===== config.mk =====
export PLATFORM = sky130hd
export DESIGN_NAME = im_fetch_axi_master_flat
export DESIGN_NICKNAME = d
export VERILOG_FILES = /design/src/rtl/cpu_axi_pkg.sv /design/src/rtl/im_fetch_axi_master_if.sv /design/src/rtl/im_fetch_axi_master.sv /design/src/flat_wrapper.sv
export SDC_FILE = /design/constraint.sdc
export NUM_CORES = 1
export LEC_CHECK = 0
export BUFFER_PORTS_ARGS = -buffer_cell sky130_fd_sc_hd__buf_2
export CAP_MARGIN = 30
export CORE_ASPECT_RATIO = 1.75
export CORE_MARGIN = 2
export CORE_UTILIZATION = 45
export CTS_BUF_LIST = sky130_fd_sc_hd__clkbuf_4
export DETAILED_ROUTE_END_ITERATION = 10
export PLACE_DENSITY = 0.87
export SYNTH_ARGS = -nofsm -noshare
export SYNTH_HDL_FRONTEND = slang
export SYNTH_SLANG_ARGS = --single-unit
export TNS_END_PERCENT = 1

===== constraint.sdc =====
create_clock -name clk -period 2.7 [get_ports clk]
set_input_delay 0.405 -clock clk [delete_from_list [all_inputs] [get_ports clk]]
set_output_delay 0.405 -clock clk [all_outputs]
set_load 0.02 [all_outputs]

===== src/rtl/cpu_axi_pkg.sv =====
// Shared AXI4 constants and FSM state types for the CPU's AXI masters.
// Used by both the instruction-fetch and data-side read masters.
package cpu_axi_pkg;

  typedef enum logic [1:0] {
    IDLE,
    ADDR,
    DATA,
    DONE
  } fetch_state_e;

  localparam logic [1:0]  AXI_BURST_INCR = 2'b01;
  localparam logic [2:0]  AXI_SIZE_4B    = 3'b010;
  localparam logic [1:0]  AXI_RESP_OKAY  = 2'b00;
  localparam logic [31:0] INST_NOP       = 32'h0000_0013;

endpackage


===== src/rtl/im_fetch_axi_master_if.sv =====
// AXI4 read-channel bundle (AR + R) between a read master and a slave.
// Ports: master drives AR*, RREADY; slave drives ARREADY, R*.
interface im_fetch_axi_master_if #(
  parameter int ADDR_W = 32,
  parameter int DATA_W = 32,
  parameter int ID_W   = 4
);

  logic [ID_W-1:0]   ARID;
  logic [ADDR_W-1:0] ARADDR;
  logic [7:0]        ARLEN;
  logic [2:0]        ARSIZE;
  logic [1:0]        ARBURST;
  logic              ARVALID;
  logic              ARREADY;

  logic [ID_W-1:0]   RID;
  logic [DATA_W-1:0] RDATA;
  logic [1:0]        RRESP;
  logic              RLAST;
  logic              RVALID;
  logic              RREADY;

  modport master (
    output ARID, ARADDR, ARLEN, ARSIZE,
    output ARBURST, ARVALID,
    input  ARREADY,
    input  RID, RDATA, RRESP, RLAST, RVALID,
    output RREADY
  );

  modport slave (
    input  ARID, ARADDR, ARLEN, ARSIZE,
    input  ARBURST, ARVALID,
    output ARREADY,
    output RID, RDATA, RRESP, RLAST, RVALID,
    input  RREADY
  );

endinterface


===== src/rtl/im_fetch_axi_master.sv =====
// Instruction-fetch AXI4 read master: one single-beat read per fetch,
// discarding in-flight reads on redirect.
// Ports: clk, rst (sync, active-high); req_i/addr_i fetch request;
// flush_i redirect; stall_o PC hold; inst_o/inst_valid_o/err_o result;
// bus: AXI AR/R master port.
module im_fetch_axi_master
  import cpu_axi_pkg::*;
#(
  parameter int ADDR_W = 32,
  parameter int DATA_W = 32,
  parameter int ID_W   = 4,
  parameter logic [ID_W-1:0] AR_ID = 4'd0
) (
  input  logic              clk,
  input  logic              rst,
  input  logic              req_i,
  input  logic [ADDR_W-1:0] addr_i,
  input  logic              flush_i,
  output logic              stall_o,
  output logic [DATA_W-1:0] inst_o,
  output logic              inst_valid_o,
  output logic              err_o,
  im_fetch_axi_master_if.master bus
);

  fetch_state_e      state;
  logic [ADDR_W-1:0] addr_q;
  logic [DATA_W-1:0] inst_q;
  logic              kill_q;
  logic              arvalid_q;
  logic              rready_q;
  logic              valid_q;
  logic              err_q;
  logic              bad_rsp;

  // RLAST is always set on a single-beat burst.
  logic unused_rlast;
  assign unused_rlast = bus.RLAST;

  assign bus.ARID    = AR_ID;
  assign bus.ARADDR  = addr_q;
  assign bus.ARLEN   = 8'd0;
  assign bus.ARSIZE  = AXI_SIZE_4B;
  assign bus.ARBURST = AXI_BURST_INCR;
  assign bus.ARVALID = arvalid_q;
  assign bus.RREADY  = rready_q;

  assign inst_o       = inst_q;
  assign inst_valid_o = valid_q;
  assign err_o        = err_q;

  assign bad_rsp = (bus.RRESP != AXI_RESP_OKAY)
                 || (bus.RID != AR_ID);

  // Only IDLE lets the request through
  // combinationally; DONE releases the PC.
  always_comb begin
    stall_o = 1'b1;
    unique case (state)
      IDLE:    stall_o = req_i;
      DONE:    stall_o = 1'b0;
      default: stall_o = 1'b1;
    endcase
  end

  always_ff @(posedge clk) begin
    if (rst) begin
      state     <= IDLE;
      addr_q    <= '0;
      inst_q    <= '0;
      kill_q    <= 1'b0;
      arvalid_q <= 1'b0;
      rready_q  <= 1'b0;
      valid_q   <= 1'b0;
      err_q     <= 1'b0;
    end else begin
      valid_q <= 1'b0;
      err_q   <= 1'b0;
      unique case (state)
        IDLE: begin
          if (req_i) begin
            addr_q    <= addr_i;
            kill_q    <= 1'b0;
            arvalid_q <= 1'b1;
            state     <= ADDR;
          end
        end
        ADDR: begin
          // AR cannot be withdrawn once
          // raised; remember the redirect.
          if (flush_i) kill_q <= 1'b1;
          if (bus.ARREADY) begin
            arvalid_q <= 1'b0;
            rready_q  <= 1'b1;
            state     <= DATA;
          end
        end
        DATA: begin
          if (flush_i) kill_q <= 1'b1;
          if (bus.RVALID) begin
            rready_q <= 1'b0;
            if (kill_q || flush_i) begin
              state <= IDLE;
            end else begin
              state   <= DONE;
              valid_q <= 1'b1;
              if (bad_rsp) begin
                inst_q <= DATA_W'(INST_NOP);
                err_q  <= 1'b1;
              end else begin
                inst_q <= bus.RDATA;
              end
            end
          end
        end
        DONE: begin
          state <= IDLE;
        end
      endcase
    end
  end

endmodule

===== src/flat_wrapper.sv =====
// flat-port wrapper written by rule: the top's interface ports become plain ports
module im_fetch_axi_master_flat import cpu_axi_pkg::*;
#(
  parameter int ADDR_W = 32,
  parameter int DATA_W = 32,
  parameter int ID_W   = 4,
  parameter logic [ID_W-1:0] AR_ID = 4'd0
)
  (clk, rst, req_i, addr_i, flush_i, stall_o, inst_o, inst_valid_o, err_o, bus_ARID, bus_ARADDR, bus_ARLEN, bus_ARSIZE, bus_ARBURST, bus_ARVALID, bus_ARREADY, bus_RID, bus_RDATA, bus_RRESP, bus_RLAST, bus_RVALID, bus_RREADY);
  im_fetch_axi_master_if #(.ADDR_W(ADDR_W), .DATA_W(DATA_W), .ID_W(ID_W)) bus_i ();
  input  logic clk;
  input  logic rst;
  input  logic req_i;
  input  logic [ADDR_W-1:0] addr_i;
  input  logic flush_i;
  output logic stall_o;
  output logic [DATA_W-1:0] inst_o;
  output logic inst_valid_o;
  output logic err_o;
  output wire logic [$bits(bus_i.ARID)-1:0] bus_ARID;
  output wire logic [$bits(bus_i.ARADDR)-1:0] bus_ARADDR;
  output wire logic [$bits(bus_i.ARLEN)-1:0] bus_ARLEN;
  output wire logic [$bits(bus_i.ARSIZE)-1:0] bus_ARSIZE;
  output wire logic [$bits(bus_i.ARBURST)-1:0] bus_ARBURST;
  output wire logic [$bits(bus_i.ARVALID)-1:0] bus_ARVALID;
  input wire logic [$bits(bus_i.ARREADY)-1:0] bus_ARREADY;
  input wire logic [$bits(bus_i.RID)-1:0] bus_RID;
  input wire logic [$bits(bus_i.RDATA)-1:0] bus_RDATA;
  input wire logic [$bits(bus_i.RRESP)-1:0] bus_RRESP;
  input wire logic [$bits(bus_i.RLAST)-1:0] bus_RLAST;
  input wire logic [$bits(bus_i.RVALID)-1:0] bus_RVALID;
  output wire logic [$bits(bus_i.RREADY)-1:0] bus_RREADY;
  assign bus_ARID = bus_i.ARID;
  assign bus_ARADDR = bus_i.ARADDR;
  assign bus_ARLEN = bus_i.ARLEN;
  assign bus_ARSIZE = bus_i.ARSIZE;
  assign bus_ARBURST = bus_i.ARBURST;
  assign bus_ARVALID = bus_i.ARVALID;
  assign bus_i.ARREADY = bus_ARREADY;
  assign bus_i.RID = bus_RID;
  assign bus_i.RDATA = bus_RDATA;
  assign bus_i.RRESP = bus_RRESP;
  assign bus_i.RLAST = bus_RLAST;
  assign bus_i.RVALID = bus_RVALID;
  assign bus_RREADY = bus_i.RREADY;
  im_fetch_axi_master #(.ADDR_W(ADDR_W), .DATA_W(DATA_W), .ID_W(ID_W), .AR_ID(AR_ID)) u_core (.clk(clk), .rst(rst), .req_i(req_i), .addr_i(addr_i), .flush_i(flush_i), .stall_o(stall_o), .inst_o(inst_o), .inst_valid_o(inst_valid_o), .err_o(err_o), .bus(bus_i));
endmodule

; ---- Word level (Yosys, flattened, before mapping)
; Index checks and enable logic that the tools add are counted.
[totals]
register_bits = 71
input_bits = 77
out_inout_bits = 86
wordCells = 53
[classes]
n_eq_ne = 7
n_mux = 18
bitwise = 3
reduce_logical = 17
[op_table]
columns = op, count
row1 = $mux W32, 1
row2 = $reduce_and A3 Y1, 5
row3 = $mux W1, 8
row4 = $mux W2, 4
row5 = $pmux W1 S2, 4
row6 = $pmux W2 S4, 1
row7 = $reduce_bool A2 Y1, 4
row8 = $ne A2 B2 Y1 const B, 3
row9 = $eq A2 B2 Y1 const B, 2
row10 = $reduce_bool A4 Y1, 1
row11 = $reduce_or A4 Y1, 1
row12 = $not A1 Y1, 3
row13 = $reduce_or A3 Y1, 1
row14 = $eq A2 B1 Y1 const B, 1
row15 = $logic_not A2 Y1, 1
row16 = $logic_or A1 B1 Y1, 2
row17 = $ne A2 B1 Y1 const B, 1
row18 = $reduce_and A2 Y1, 1
row19 = $reduce_or A2 Y1, 1

; ---- Logic depth before layout (Yosys ltp)
[depth]
ltp_word = 4
ltp_mapped = 7
ltp_nobuf = 6

; ---- Least setup slack after synthesis
; No wires, ideal clock.
[synth_timing]
path_type = register to register
startpoint = register u_core.state[0]
endpoint = register u_core.inst_q[0], in the netlist u_core.inst_o[0]
setup_ns = 0.119
t_arrival_ns = 1.801
required_ns = 2.581
path_slack_ns = 0.780
path_stages_with_launch = 7
path_buffers = 1
synth_period_minus_slack_ns = 1.920
cell_sequence = dfxtp_1 -> inv_1 -> ha_1 -> nor4bb_1 -> clkbuf_1 -> or4b_4 -> o221a_1
[synth_via]
elab_chain_len = 2
[synth_rtl]
columns = element, line_no
row1 = from (decl), im_fetch_axi_master.sv:26  ; fetch_state_e state;
row2 = from (signal assigned), im_fetch_axi_master.sv:68  ; state <= IDLE;
row3 = from (signal assigned), im_fetch_axi_master.sv:85  ; state <= ADDR;
row4 = from (signal assigned), im_fetch_axi_master.sv:95  ; state <= DATA;
row5 = $eq A2 B2 Y1, im_fetch_axi_master.sv:79  ; unique case (state)
row6 = $reduce_and A3 Y1 (no line), n/a
row7 = to (signal assigned), im_fetch_axi_master.sv:108  ; inst_q <= DATA_W'(INST_NOP);
row8 = to (signal assigned), im_fetch_axi_master.sv:111  ; inst_q <= bus.RDATA;
row9 = to (decl), im_fetch_axi_master.sv:28  ; logic [DATA_W-1:0] inst_q;
; Every way passes these cells.
; A chain may end at the register's enable or synchronous reset.

; ---- Worst setup path after layout
[layout_timing]
startpoint = register u_core.state[0]
endpoint = output stall_o
[layout_via]
elab_chain_len = 2
word_cells_on_any_way = 3
cone_classes = eq/ne: 1 / mux: 1 / reduce/logical: 1
[layout_rtl]
columns = element, line_no
row1 = $eq A2 B2 Y1 or $logic_not A2 Y1 (tied branches), im_fetch_axi_master.sv:59  ; unique case (state)
row2 = $pmux W1 S2 *, im_fetch_axi_master.sv:59
row3 = to (decl), flat_wrapper.sv:16  ; output logic stall_o;
; Every way passes the cells marked *; elsewhere a longest branch is shown, timed or not.

==> results by group <==
Status
  • Status: finished, final reports clean

Cells and area
  • # fillers: 540
  • Share of layout cells above drive strength 1: 35.0%
  • Total Nets Final: 568
  • N_diodes: 0
  • Area grow syn2layout: 30.6%

Clock network
  • CTS tree: built
  • Deepest clock path buffer count: 2
  • H-tree depth: 3
  • CTS buffer count: 9
  • Clock root buffer: clkbuf_4
  • Post-CTS Resized: 0
  • Post-CTS setup buffers: 0
  • CTS Sinks: 71
  • Clk Latency, worst-skew pair: about 0.42 ns
  • Clk pin slew, worst setup/hold paths: 0.11 ns
  • Hold_buf cts: 0

Synthesis
  • Async SR Flop Fraction: 0%
  • Most frequent cell after synthesis: nand2_1
  • Leading cell types by total area after synthesis: dfxtp_1 51%, nand2_1 13%, a21oi_1 11%
  • Yosys cell types: 29
  • Synth Area per Inst: approximately 8.0 um2
  • Main synth FF type: dfxtp_1
  • Synth top area share: 50.6%
  • EDFF count, synth: 0
  • Sequential area share after synthesis: between 50% and 60%
  • Most frequent cells after synthesis: 96 x nand2_1, 71 x dfxtp_1, 64 x a21oi_1
  • Syn. warnings: 0
  • Synthesized cell area: roughly 0.0028 mm2
  • Yosys top cell by area: dfxtp_1
  • Mapped Cells: 349
  • FF+latch count, synth: 71

STA
  • Pin slew with the least headroom to its limit: 0.575 ns
  • Hold Vio Cnt, Final: 0
  • Period utilization: 75.4%
  • Final setup fails: 0
  • Layout Skew: 0.00776 ns
  • Hold Slack: 0.206 ns
  • Worst slew margin: 61.6%
  • RSZ-0062 raised after global routing: no
  • Final TNS setup: 0 ns
  • Fmax: between 400 and 500 MHz
  • Tmin final: 2.04 ns
  • Pins over their slew limit: 0

Placed design
  • Port Buf Inserts: 144
  • Detailed placement HPWL: approximately 5100 um
  • Placer Congestion: approximately 0.8

Drt
  • Antenna Nets Post-Route: 0
  • Drt drc: 0
  • DRT Pass-1 Iters: 4
  • Wirelength per Cell: about 12 um
  • Vias: between 2000 and 3000
  • Drt total wl: 6780 um
  • Avg Vias per Cell: between 4 and 5
  • DR iter-0 viols: 84

Power
  • Pwr dens: 693 mW/mm2
  • Max IR drop VDD: 368 uV
  • Static leakage: ~1.7 nW

Global routing
  • Total Routing Usage GR: 20.0%
  • Largest net degree at the start of global routing: 33
  • GR Overflow Total: 0
  • First-pass GRT wire length: between 10000 and 15000 um
  • Initial antenna violation count: 0
  • Vias in the first global route: 2593

Die
  • IO Pins: roughly 160
  • Core Region: approximately 0.0061 mm2
  • Die Ht: 109 um
  • Initial Util: 45.8%
  • # rows: 38
  • Die W: 63.7 um
  • Die area: 0.00692 mm2

Job
  • Max-cap viol count: 0

Worst setup path
  • CP Max Fanout: 6
  • Critical Path Source Type: register
  • Arrival time at the worst endpoint: 1.63 ns
  • CP required: 2.30 ns
  • CP Class: register to primary output
  • CP endpoint kind: primary output

Min path
  • Hold crit path type: primary input to register
sequential cells by signal (all words and copies together) (netlist names):
signal and count:
u_core.inst_valid_o 1, u_core.err_o 1, u_core.state 2, u_core.bus.RREADY 1, u_core.bus.ARADDR 32, u_core.bus.ARVALID 1, u_core.inst_o 32, u_core.kill_q 1
worst max-delay path: stages, from the launching register on:
cell	delay, ns
dfxtp_1	0.36
inv_1	0.17
ha_1	0.29
mux2i_1	0.21
buf_2	0.19
cells by family (layout without fill, tap and decap cells):
group                      Yosys count  in the layout  share of synthesized area (%)
other                                2             17                          0.267
and+or+nand+nor                    142            142                           21.8
muxes                                3              3                           1.07
AOI/OAI and AO/OA                   74             74                           14.1
DFF                                 71             71                           50.6
buffers and inverters               50            175                           9.09
adders and majority gates            7              7                           3.12
final cells by class:
type | count | area, um2 | area share, %
clock buffer | 12 | 90.1 | 2.45
multi-input combinational | 243 | 1210 | 32.9
tap | 80 | 100 | 2.73
clock inverter | 4 | 46.3 | 1.26
inverter | 8 | 30.0 | 0.818
sequential | 71 | 1420 | 38.7
timing repair buffer | 151 | 773 | 21.1
report_power, final:
part / total [mW] / switching, mW / internal, mW
sequential: 1.20 / 0.0553 / 1.15
combinational: 0.680 / 0.432 / 0.248
clock: 0.664 / 0.354 / 0.310
total: 2.54 / 0.842 / 1.70
metrics by stage:
step	std cells	setup slack, ns	utilization [%]	area (um2)	power [mW]
3_5_place_dp	553	0.716	57.6	3530	1.91
4_1_cts	569	0.594	59.8	3670	2.58
2_1_floorplan	364	0.780	-	2870	1.70
3_3_place_gp	553	0.759	57.6	3530	1.89
5_1_grt	569	0.534	59.8	3670	2.70
6_report	569	0.664	59.8	3670	2.54
final timing paths:
check | startpoint | endpoint | slack [ns] | cells after the start
max reg2reg | u_core.state[0] | u_core.inst_o[4] | 0.74 | 5
min reg2reg | u_core.bus.ARADDR[30] | u_core.bus.ARADDR[30] | 0.46 | 2
max | u_core.state[0] | stall_o | 0.66 | 4
min | addr_i[28] | u_core.bus.ARADDR[28] | 0.21 | 3
layer usage:
metal	share of wire, %	track usage [%]	routed length [um]
met3	6.6	6.66	449
met4	2.1	10.7	145
met1	38	18.9	2570
met5	0	0	0
met2	53	37.4	3610
layout by cell type, fill, tap and decap left out:
cell	netlist	final
a211oi_1	1	1
a21o_1	1	1
a21oi_1	64	64
a22oi_1	1	1
and2_1	2	2
buf_2	3	144
buf_4	17	7
bufinv_16	0	1
clkbuf_4	0	12
clkinv_1	0	1
clkinv_2	0	1
clkinvlp_4	0	1
conb_1	2	17
dfxtp_1	71	71
ha_1	7	7
inv_1	8	8
mux2i_1	3	3
nand2_1	96	96
nand2b_1	1	1
nand3_1	30	30
nor2_1	3	3
nor2b_1	1	1
nor3_1	3	2
nor3_2	0	1
nor4bb_4	0	1
o21ai_0	3	3
o221a_1	2	2
o221ai_1	1	1
o22ai_1	1	1
or2_2	2	2
or3_1	1	1
or4_1	1	1
or4b_4	1	1
Note: power is estimated with default switching activity, not from simulation.
